==> src/rtl/riscv_pkg.sv <==
// Shared encodings for the RV32I core: result-source selects, forwarding selects
// and the hard-wired zero register index.
package riscv_pkg;

  localparam logic [1:0] RESULT_ALU = 2'b00;
  localparam logic [1:0] RESULT_MEM = 2'b01;
  localparam logic [1:0] RESULT_PC4 = 2'b10;

  localparam logic [4:0] REG_X0 = 5'd0;

  typedef enum logic [1:0] {
    FWD_RF = 2'b00,
    FWD_W  = 2'b01,
    FWD_M  = 2'b10
  } fwd_sel_e;

endpackage : riscv_pkg

==> src/rtl/hazard_stage_tracker.sv <==
// Shadow copy of the register-address and write-control fields as they move
// through Execute, Memory and Writeback; FlushE turns the Execute entry into a bubble.
module hazard_stage_tracker #(
  parameter int REG_AW = 5
) (
  input  logic              clk,
  input  logic              reset,
  input  logic [REG_AW-1:0] Rs1D,
  input  logic [REG_AW-1:0] Rs2D,
  input  logic [REG_AW-1:0] RdD,
  input  logic              RegWriteD,
  input  logic [1:0]        ResultSrcD,
  input  logic              FlushE,
  output logic [REG_AW-1:0] Rs1E,
  output logic [REG_AW-1:0] Rs2E,
  output logic [REG_AW-1:0] RdE,
  output logic              RegWriteE,
  output logic [1:0]        ResultSrcE,
  output logic [REG_AW-1:0] RdM,
  output logic              RegWriteM,
  output logic [REG_AW-1:0] RdW,
  output logic              RegWriteW
);

  logic [REG_AW-1:0] rs1_e_q, rs1_e_d;
  logic [REG_AW-1:0] rs2_e_q, rs2_e_d;
  logic [REG_AW-1:0] rd_e_q,  rd_e_d;
  logic              rw_e_q,  rw_e_d;
  logic [1:0]        rsrc_e_q, rsrc_e_d;
  logic [REG_AW-1:0] rd_m_q;
  logic              rw_m_q;
  logic [REG_AW-1:0] rd_w_q;
  logic              rw_w_q;

  // A bubble is an all-zero entry: RegWrite=0 keeps it from forwarding or stalling.
  always_comb begin
    rs1_e_d  = Rs1D;
    rs2_e_d  = Rs2D;
    rd_e_d   = RdD;
    rw_e_d   = RegWriteD;
    rsrc_e_d = ResultSrcD;
    if (FlushE) begin
      rs1_e_d  = '0;
      rs2_e_d  = '0;
      rd_e_d   = '0;
      rw_e_d   = 1'b0;
      rsrc_e_d = '0;
    end
  end

  // NOTE: state uses non-blocking assignments so every stage samples the value of
  // the stage before it from the same clock edge; blocking would collapse the pipe.
  always_ff @(posedge clk or posedge reset) begin
    if (reset) begin
      rs1_e_q  <= '0;
      rs2_e_q  <= '0;
      rd_e_q   <= '0;
      rw_e_q   <= 1'b0;
      rsrc_e_q <= '0;
      rd_m_q   <= '0;
      rw_m_q   <= 1'b0;
      rd_w_q   <= '0;
      rw_w_q   <= 1'b0;
    end else begin
      rs1_e_q  <= rs1_e_d;
      rs2_e_q  <= rs2_e_d;
      rd_e_q   <= rd_e_d;
      rw_e_q   <= rw_e_d;
      rsrc_e_q <= rsrc_e_d;
      rd_m_q   <= rd_e_q;
      rw_m_q   <= rw_e_q;
      rd_w_q   <= rd_m_q;
      rw_w_q   <= rw_m_q;
    end
  end

  assign Rs1E       = rs1_e_q;
  assign Rs2E       = rs2_e_q;
  assign RdE        = rd_e_q;
  assign RegWriteE  = rw_e_q;
  assign ResultSrcE = rsrc_e_q;
  assign RdM        = rd_m_q;
  assign RegWriteM  = rw_m_q;
  assign RdW        = rd_w_q;
  assign RegWriteW  = rw_w_q;

endmodule : hazard_stage_tracker

==> src/rtl/hazard_unit.sv <==
// Hazard controller for the 5-stage RV32I pipeline: ALU operand forwarding,
// load-use stalls, control flushes and saturating stall/flush event counters.
module hazard_unit
  import riscv_pkg::*;
#(
  parameter int REG_AW = 5,
  parameter int CNT_W  = 32
) (
  input  logic              clk,
  input  logic              reset,
  input  logic [REG_AW-1:0] Rs1D,
  input  logic [REG_AW-1:0] Rs2D,
  input  logic [REG_AW-1:0] RdD,
  input  logic              RegWriteD,
  input  logic [1:0]        ResultSrcD,
  input  logic              PCSrcE,
  output logic              StallF,
  output logic              StallD,
  output logic              FlushD,
  output logic              FlushE,
  output logic [1:0]        ForwardAE,
  output logic [1:0]        ForwardBE,
  output logic [CNT_W-1:0]  stall_cnt,
  output logic [CNT_W-1:0]  flush_cnt
);

  localparam logic [REG_AW-1:0] X0      = REG_AW'(REG_X0);
  localparam logic [CNT_W-1:0]  CNT_MAX = {CNT_W{1'b1}};

  logic [REG_AW-1:0] rs1_e, rs2_e, rd_e, rd_m, rd_w;
  logic              rw_e, rw_m, rw_w;
  logic [1:0]        rsrc_e;
  logic              lw_stall;

  hazard_stage_tracker #(
    .REG_AW(REG_AW)
  ) u_tracker (
    .clk        (clk),
    .reset      (reset),
    .Rs1D       (Rs1D),
    .Rs2D       (Rs2D),
    .RdD        (RdD),
    .RegWriteD  (RegWriteD),
    .ResultSrcD (ResultSrcD),
    .FlushE     (FlushE),
    .Rs1E       (rs1_e),
    .Rs2E       (rs2_e),
    .RdE        (rd_e),
    .RegWriteE  (rw_e),
    .ResultSrcE (rsrc_e),
    .RdM        (rd_m),
    .RegWriteM  (rw_m),
    .RdW        (rd_w),
    .RegWriteW  (rw_w)
  );

  // The younger producer (Memory) holds the newer value, so it wins over Writeback.
  function automatic fwd_sel_e fwd_sel(input logic [REG_AW-1:0] rs);
    fwd_sel_e sel;
    sel = FWD_RF;
    if (rw_m && (rd_m != X0) && (rd_m == rs))
      sel = FWD_M;
    else if (rw_w && (rd_w != X0) && (rd_w == rs))
      sel = FWD_W;
    return sel;
  endfunction

  assign ForwardAE = fwd_sel(rs1_e);
  assign ForwardBE = fwd_sel(rs2_e);

  // rs fields are compared even for U/J formats; the occasional spurious stall is harmless.
  assign lw_stall = (rsrc_e == RESULT_MEM) && rw_e && (rd_e != X0) &&
                    ((rd_e == Rs1D) || (rd_e == Rs2D));

  // A taken branch discards the stalled instruction anyway, so it overrides the stall.
  assign StallF = lw_stall & ~PCSrcE;
  assign StallD = lw_stall & ~PCSrcE;
  assign FlushD = PCSrcE;
  assign FlushE = lw_stall | PCSrcE;

  logic [CNT_W-1:0] stall_cnt_q, stall_cnt_d;
  logic [CNT_W-1:0] flush_cnt_q, flush_cnt_d;

  // NOTE: every next-state value gets a default first so no path through the
  // block leaves it unassigned, which would otherwise infer a latch.
  always_comb begin
    stall_cnt_d = stall_cnt_q;
    flush_cnt_d = flush_cnt_q;
    if (StallD && (stall_cnt_q != CNT_MAX))
      stall_cnt_d = stall_cnt_q + 1'b1;
    if (PCSrcE && (flush_cnt_q != CNT_MAX))
      flush_cnt_d = flush_cnt_q + 1'b1;
  end

  always_ff @(posedge clk or posedge reset) begin
    if (reset) begin
      stall_cnt_q <= '0;
      flush_cnt_q <= '0;
    end else begin
      stall_cnt_q <= stall_cnt_d;
      flush_cnt_q <= flush_cnt_d;
    end
  end

  assign stall_cnt = stall_cnt_q;
  assign flush_cnt = flush_cnt_q;

endmodule : hazard_unit

==> config.mk <==
export PLATFORM = sky130hd
export DESIGN_NAME = hazard_unit
export DESIGN_NICKNAME = d
export VERILOG_FILES = /design/src/rtl/riscv_pkg.sv /design/src/rtl/hazard_stage_tracker.sv /design/src/rtl/hazard_unit.sv
export SDC_FILE = /design/constraint.sdc
export NUM_CORES = 1
export LEC_CHECK = 0
export ABC_AREA = 1
export BUFFER_PORTS_ARGS = -buffer_cell sky130_fd_sc_hd__buf_2
export CAP_MARGIN = 25
export CORE_UTILIZATION = 55
export CTS_CLUSTER_DIAMETER = 60
export CTS_CLUSTER_SIZE = 24
export DETAILED_ROUTE_END_ITERATION = 12
export PLACE_DENSITY = 0.83
export SLEW_MARGIN = 25
export SYNTH_ARGS = -nofsm -noshare
export SYNTH_HDL_FRONTEND = slang
export SYNTH_SLANG_ARGS = --single-unit
==> constraint.sdc <==
create_clock -name clk -period 5.6 [get_ports clk]
set_input_delay 0 -clock clk [delete_from_list [all_inputs] [get_ports clk]]
set_output_delay 0 -clock clk [all_outputs]
set_load 0.005 [all_outputs]
==> out/results.txt, run 1 <==
Fin Clk Skew -> 12.31 ps
Critical Path Start Type -> register
Total of fill cells in the finished design -> 887
N_diodes -> 0
Max VDD drop -> 0.1682 mV
Type of the worst setup path -> register to register
Final WS setup -> 3302 ps
Ranking of synthesized cells by area -> dfrtp_1 (42%), nand2_1 (22%), nor2_1 (7.1%)
Top-count cell post-synth -> nand2_1
Lkg Pwr -> 3.451 nW
Post-synth net total -> 807
Setup crit end kind -> register
Ys flop type -> dfrtp_1
Post-synthesis sequential area ratio -> 42.13%
Initial Utilization -> 56.86%
Largest area contributor in the netlist -> dfrtp_1
H-tree levels -> 3
Clock slew at reported path FFs -> 100 ps
RSZ-0062 raised after global routing -> false
Global route overflow -> 0
Placement Cell Area -> 6122 µm²
Reg2reg setup slack -> 3300 ps
Synth Instances -> 784
Detailed Route WL -> 13,250 µm
Largest net degree at the start of global routing -> 87
Syn-to-layout area delta -> 16.92%
Hold Vio Cnt, Final -> 0
DRC viols -> 0
Yosys cell types -> 28
Slew @ Worst Pin -> 841.2 ps
Crit path required time -> 5850 ps
Min cycle time layout -> 2298 ps
Max_cap viols -> 0
CP dominant cell by count -> nand2_1
Final ANT Viol Nets -> 0
First-pass DRT Iterations -> 5
Placer congestion estimate -> 0.9824
CP top delay family -> simple AND/OR/NAND/NOR gates
Post-CTS setup buffer count -> 0
Clock sink count -> 94
Share of layout cells above drive strength 1 -> 15.27%
Vias in the first global route -> 4,801
Hpwl dp -> 9323 µm
Initial antenna violation count -> 0
Setup_tns -> 0 ps
PortBufs -> 92
Setup WS pre-CTS -> 3290 ps
Vias per cell -> 5.051
Fmax -> 0.4352 GHz
Final hold slack -> 57.34 ps
Clock Latency Late Sink -> 360 ps
Layout Nets -> 915
Core footprint -> 9819 µm²
Syn Area/Cell -> 7.121 µm²
Worst Path Max Fanout -> 32
DR vias -> 5,203
Die Span Y -> 102.8 µm
Routed len/inst -> 12.86 µm
Synth Warn # -> 0
CP max-delay cell -> nand4_2
Area of the die -> 10,560 µm²
EDFF count, synth -> 0
Cell Pwr Density -> 223.0 nW/µm²
FFs w/ async S/R, synth -> 100.0%
Clock buffer depth -> 2
Synthesized area -> 5583 µm²
Root buf cell -> clkbuf_8
# IOs -> 93
Initial DRC count -> 240
Final core utilization -> 66.48%
HP Class -> input pin to asynchronous set/reset pin
Buffer and inverter count on the worst path -> 1
# rows -> 36
Slew Limit Headroom -> 43.79%
Seq cells post-synth -> 94
Slowest stage delay, CP -> 670 ps
CTS Buf Count -> 9
Max Slew Vio Count -> 0
Final Instance Area -> 6528 µm²
Synth top area share -> 42.13%
Worst Path Arrival -> 2550 ps
Final setup vio count -> 0
Width of the die -> 102.8 µm
Worst-path cell chain -> ha_1 -> nand3_1 -> inv_1 -> nand2_1 -> nor2_1 -> nand3_1 -> nand4_2 -> nand2_1 -> nand2_1
Post-synth top cells -> nand2_1 (327), nor2_1 (105), dfrtp_1 (94), inv_1 (74), xor2_1 (37)
GRT Total Usage -> 27.15%
Run status -> finished clean
First-pass GRT wire length -> 22,270 µm
CTS tree -> yes
Tcrit/Tclk final -> 41.03%
worst min-delay path: stages:
cell,delay [ps]
dlygate4sd3_1,530
buf_2,140
inv_4,100
stage by stage:
| step | total power, mW | std cells |
|---|---|---|
| 2_1_floorplan | 0.9022 | 784 |
| 3_3_place_gp | 0.9660 | 995 |
| 3_5_place_dp | 0.9720 | 995 |
| 4_1_cts | 1.465 | 1030 |
| 5_1_grt | 1.535 | 1030 |
| 6_report | 1.455 | 1030 |
final cells by class:
class / count / area (µm²) / share of cell area (%)
multi-input cells: 598 / 2840 / 43.51
flip-flops and latches: 94 / 2352 / 36.04
repair buffers: 112 / 661.9 / 10.14
inverters: 77 / 291.5 / 4.466
well taps: 133 / 166.4 / 2.549
clock buffers: 9 / 123.9 / 1.898
clock inverters: 7 / 91.34 / 1.399
state kept, by name, summed over array words and instances, names as in the netlist:
signal / flops
u_tracker.Rs2E: 5
u_tracker.ResultSrcE: 2
u_tracker.RegWriteE: 1
u_tracker.RdE: 5
u_tracker.RegWriteW: 1
flush_cnt: 32
u_tracker.Rs1E: 5
stall_cnt: 32
u_tracker.RegWriteM: 1
u_tracker.RdM: 5
u_tracker.RdW: 5
layer usage:
metal  vias to the layer above  share of wire, %  GRT usage (%)
li1                       2625                 -              -
met4                         0               1.7          8.667
met2                       155                49          45.69
met5                         -                 0              0
met3                        21               4.8          4.542
met1                      2402                45          35.88
where the power goes:
| part | internal [mW] | leakage, nW | total [mW] | switching, mW |
|---|---|---|---|---|
| sequential | 0.720 | 1.26 | 0.771 | 0.0508 |
| combinational | 0.0887 | 2.08 | 0.199 | 0.110 |
| clock | 0.218 | 0.110 | 0.486 | 0.268 |
| total | 1.03 | 3.45 | 1.46 | 0.429 |
cells by family (layout without fill, tap and decap cells):
group                    after synthesis  after routing  synth area share (%)
AND/OR/NAND/NOR                      519            519                 39.47
XOR/XNOR                              55             55                 8.628
adder cells (fa/ha/maj)                2              2                0.4482
buffers and inverters                 92            205                 7.082
flip-flops                            94             94                 42.13
AO/OA/AOI/OAI                         22             22                 2.241
cell usage in the layout (no fill, tap or decap), drive strengths merged:
cell,synthesis,layout
nand2,332,332
nor2,109,109
dfrtp,94,94
buf,15,93
inv,77,80
xor2,37,37
nand3,24,24
o21ai,22,22
nor3,20,20
dlygate4sd3,0,19
xnor2,18,18
nand3b,16,16
nand4,15,15
clkbuf,0,9
clkinv,0,3
nor4,2,2
ha,2,2
nor3b,1,1
bufinv,0,1
repair_timing:
action / in CTS / in global routing
gates resized for setup: 0 / 0
hold endpoints to repair: 112 / 0
hold buffers: 19 / 0
final timing paths:
path                                                end                 from  cells after the start
worst min register to register      u_tracker.RegWriteW  u_tracker.RegWriteM                      0
worst max-delay path                       stall_cnt[6]         stall_cnt[0]                      9
worst max register to register             stall_cnt[6]         stall_cnt[0]                      9
min in group clk                          flush_cnt[18]               PCSrcE                      4
max in group asynchronous                  flush_cnt[4]                reset                      4
worst min-delay path            u_tracker.ResultSrcE[0]                reset                      3
(Power assumes the default switching activity.)
==> inputs of run 2 (changes only) <==
Settings changed: CORE_UTILIZATION 55 to 52.
Clock period 5.6 ns to 2.07 ns, I/O delays scaled along.
==> out/results.txt, run 2 (synthesis gave the netlist of run 1 again) <==
Run status -> finished clean
Clock buffer depth -> 2 (unchanged)
Fin Clk Skew -> 13.94 ps (+1.630 ps)
GRT Total Usage -> 27.05% (-0.10 points)
Fmax -> 0.5428 GHz (+25%)
DRC viols -> 0 (unchanged)
Area of the die -> 11,150 µm² (+5.7%)
Slew Limit Headroom -> 71.69% (+28 points)
CTS tree -> yes
Setup_tns -> 0 ps (unchanged)
H-tree levels -> 3 (unchanged)
Clock slew at reported path FFs -> 100 ps (about the same)
Final setup vio count -> 0 (unchanged)
Share of layout cells above drive strength 1 -> 17.73% (+2.5 points)
Width of the die -> 105.6 µm (+2.8%)
Slew @ Worst Pin -> 423.8 ps (-417.4 ps)
Met1 GRT Util -> 36.13% (+0.25 points)
Worst Path Max Fanout -> 18 (-44%)
Initial DRC count -> 289 (+20%)
Post-CTS setup buffer count -> 0 (unchanged)
Hpwl dp -> 10,380 µm (+11%)
# rows -> 37 (+2.8%)
Lkg Pwr -> 3.607 nW (+4.5%)
Initial antenna violation count -> 0 (unchanged)
Largest net degree at the start of global routing -> 57 (-34%)
Max Slew Vio Count -> 0 (unchanged)
Grt met3 use -> 4.329% (-0.21 points)
Commonest non-fill, non-tap cell in the layout -> nand2_1
Min cycle time layout -> 1842 ps (-455.4 ps)
Clock Latency Late Sink -> 370 ps (about the same)
Hold Vio Cnt, Final -> 0 (unchanged)
Routed len/inst -> 13.31 µm (+3.5%)
Layout Nets -> 943 (+3.1%)
Critical Path Start Type -> register
Tcrit/Tclk final -> 89.00% (+48 points)
Detailed Route WL -> 14,120 µm (+6.6%)
Final core utilization -> 65.47% (-1.0 points)
Vias in the first global route -> 5,010 (+4.4%)
Cell Pwr Density -> 600.5 nW/µm² (+170%)
Worst Path Arrival -> 2150 ps (-400 ps)
Max_cap viols -> 0 (unchanged)
Global route overflow -> 0 (unchanged)
Total of fill cells in the finished design -> 898 (+1.2%)
Placer congestion estimate -> 0.9374 (-4.6%)
Die Span Y -> 105.6 µm (+2.8%)
HP Class -> input pin to asynchronous set/reset pin
Initial Utilization -> 53.84% (-3.0 points)
Final ANT Viol Nets -> 0 (unchanged)
Leading cell types in the layout, fill and taps excluded -> nand2_1 (327), nor2_1 (105), dfrtp_1 (94), buf_2 (92), inv_1 (73)
Root buf cell -> clkbuf_8
Core footprint -> 10,370 µm² (+5.6%)
Busiest grt layer -> met2
Syn-to-layout area delta -> 21.60%
First-pass GRT wire length -> 23,770 µm (+6.7%)
Setup crit end kind -> register
First-pass DRT Iterations -> 5 (unchanged)
N_diodes -> 0 (unchanged)
PortBufs -> 92 (unchanged)
Crit path required time -> 2380 ps (-3470 ps)
FF+latch area -> 2352 µm² (unchanged)
Max VDD drop -> 0.4340 mV (+160%)
# IOs -> 93 (unchanged)
DR vias -> 5,366 (+3.1%)
Type of the worst setup path -> register to register
Vias per cell -> 5.057 (+0.12%)
Grt met2 use -> 45.39% (-0.30 points)
CTS Buf Count -> 9 (unchanged)
Clock sink count -> 94 (unchanged)
RSZ-0062 raised after global routing -> false
Multi-input logic area -> 2840 µm² (unchanged)
run 2: metal layers:
metal	wire (µm)	up-vias
met3	787	16
li1	-	2686
met4	186	0
met5	0	-
met2	6772	162
met1	6376	2502
run 2: area by class of cell:
class,count,share of cell area (%)
Clock buffer,10,1.880
Sequential cell,94,34.65
Timing Repair Buffer,140,13.34
Tap cell,136,2.506
Inverter,77,4.349
Multi-Input combinational cell,598,41.84
Clock inverter,6,1.438
run 2: final timing paths:
| path | start | to | slack, ps | depth (start not counted) |
|---|---|---|---|---|
| max | u_tracker.RdE[4] | stall_cnt[4] | 230 | 11 |
| min reg2reg | u_tracker.RegWriteE | u_tracker.RegWriteM | 390 | 0 |
| min | reset | stall_cnt[25] | 180 | 3 |
| max reg2reg | u_tracker.RdE[4] | stall_cnt[4] | 230 | 11 |
| max in group asynchronous | reset | stall_cnt[2] | 1260 | 4 |
| min in group clk | PCSrcE | flush_cnt[9] | 180 | 5 |
run 2: repair_timing:
action / CTS / global route
gates resized for setup: 0 / 3
endpoints found under the hold margin: 37 / 0
endpoints found under the setup margin: 0 / 46
hold buffers: 19 / 0
run 2: power by group:
part,internal (mW),switching [mW]
logic,0.260,0.316
clock network,0.703,0.719
registers,1.95,0.131
total,2.91,1.17
run 2: critical path, cell delays in order (launching register included):
cell and delay [ps]:
dfrtp_1 450, inv_2 50, nand2_1 70, nand2_1 60, nor2_1 100, nand3_1 70, nand2_1 130, nand3_1 170
nor2_4 340, buf_12 200, nand2_1 60, nand2_1 60
run 2: per-stage QoR:
stage          hold slack [ps]  cells  power (mW)  setup slack (ps)  area [µm²]
2_1_floorplan            80.82    784       2.441             354.7        5587
3_3_place_gp             23.84   1026       2.643             143.1        6366
3_5_place_dp             26.04   1026       2.662             62.07        6366
4_1_cts                  168.6   1061       4.092             31.61        6782
5_1_grt                  188.4   1061       4.275             19.67        6789
6_report                 180.0   1061       4.077             227.7        6789
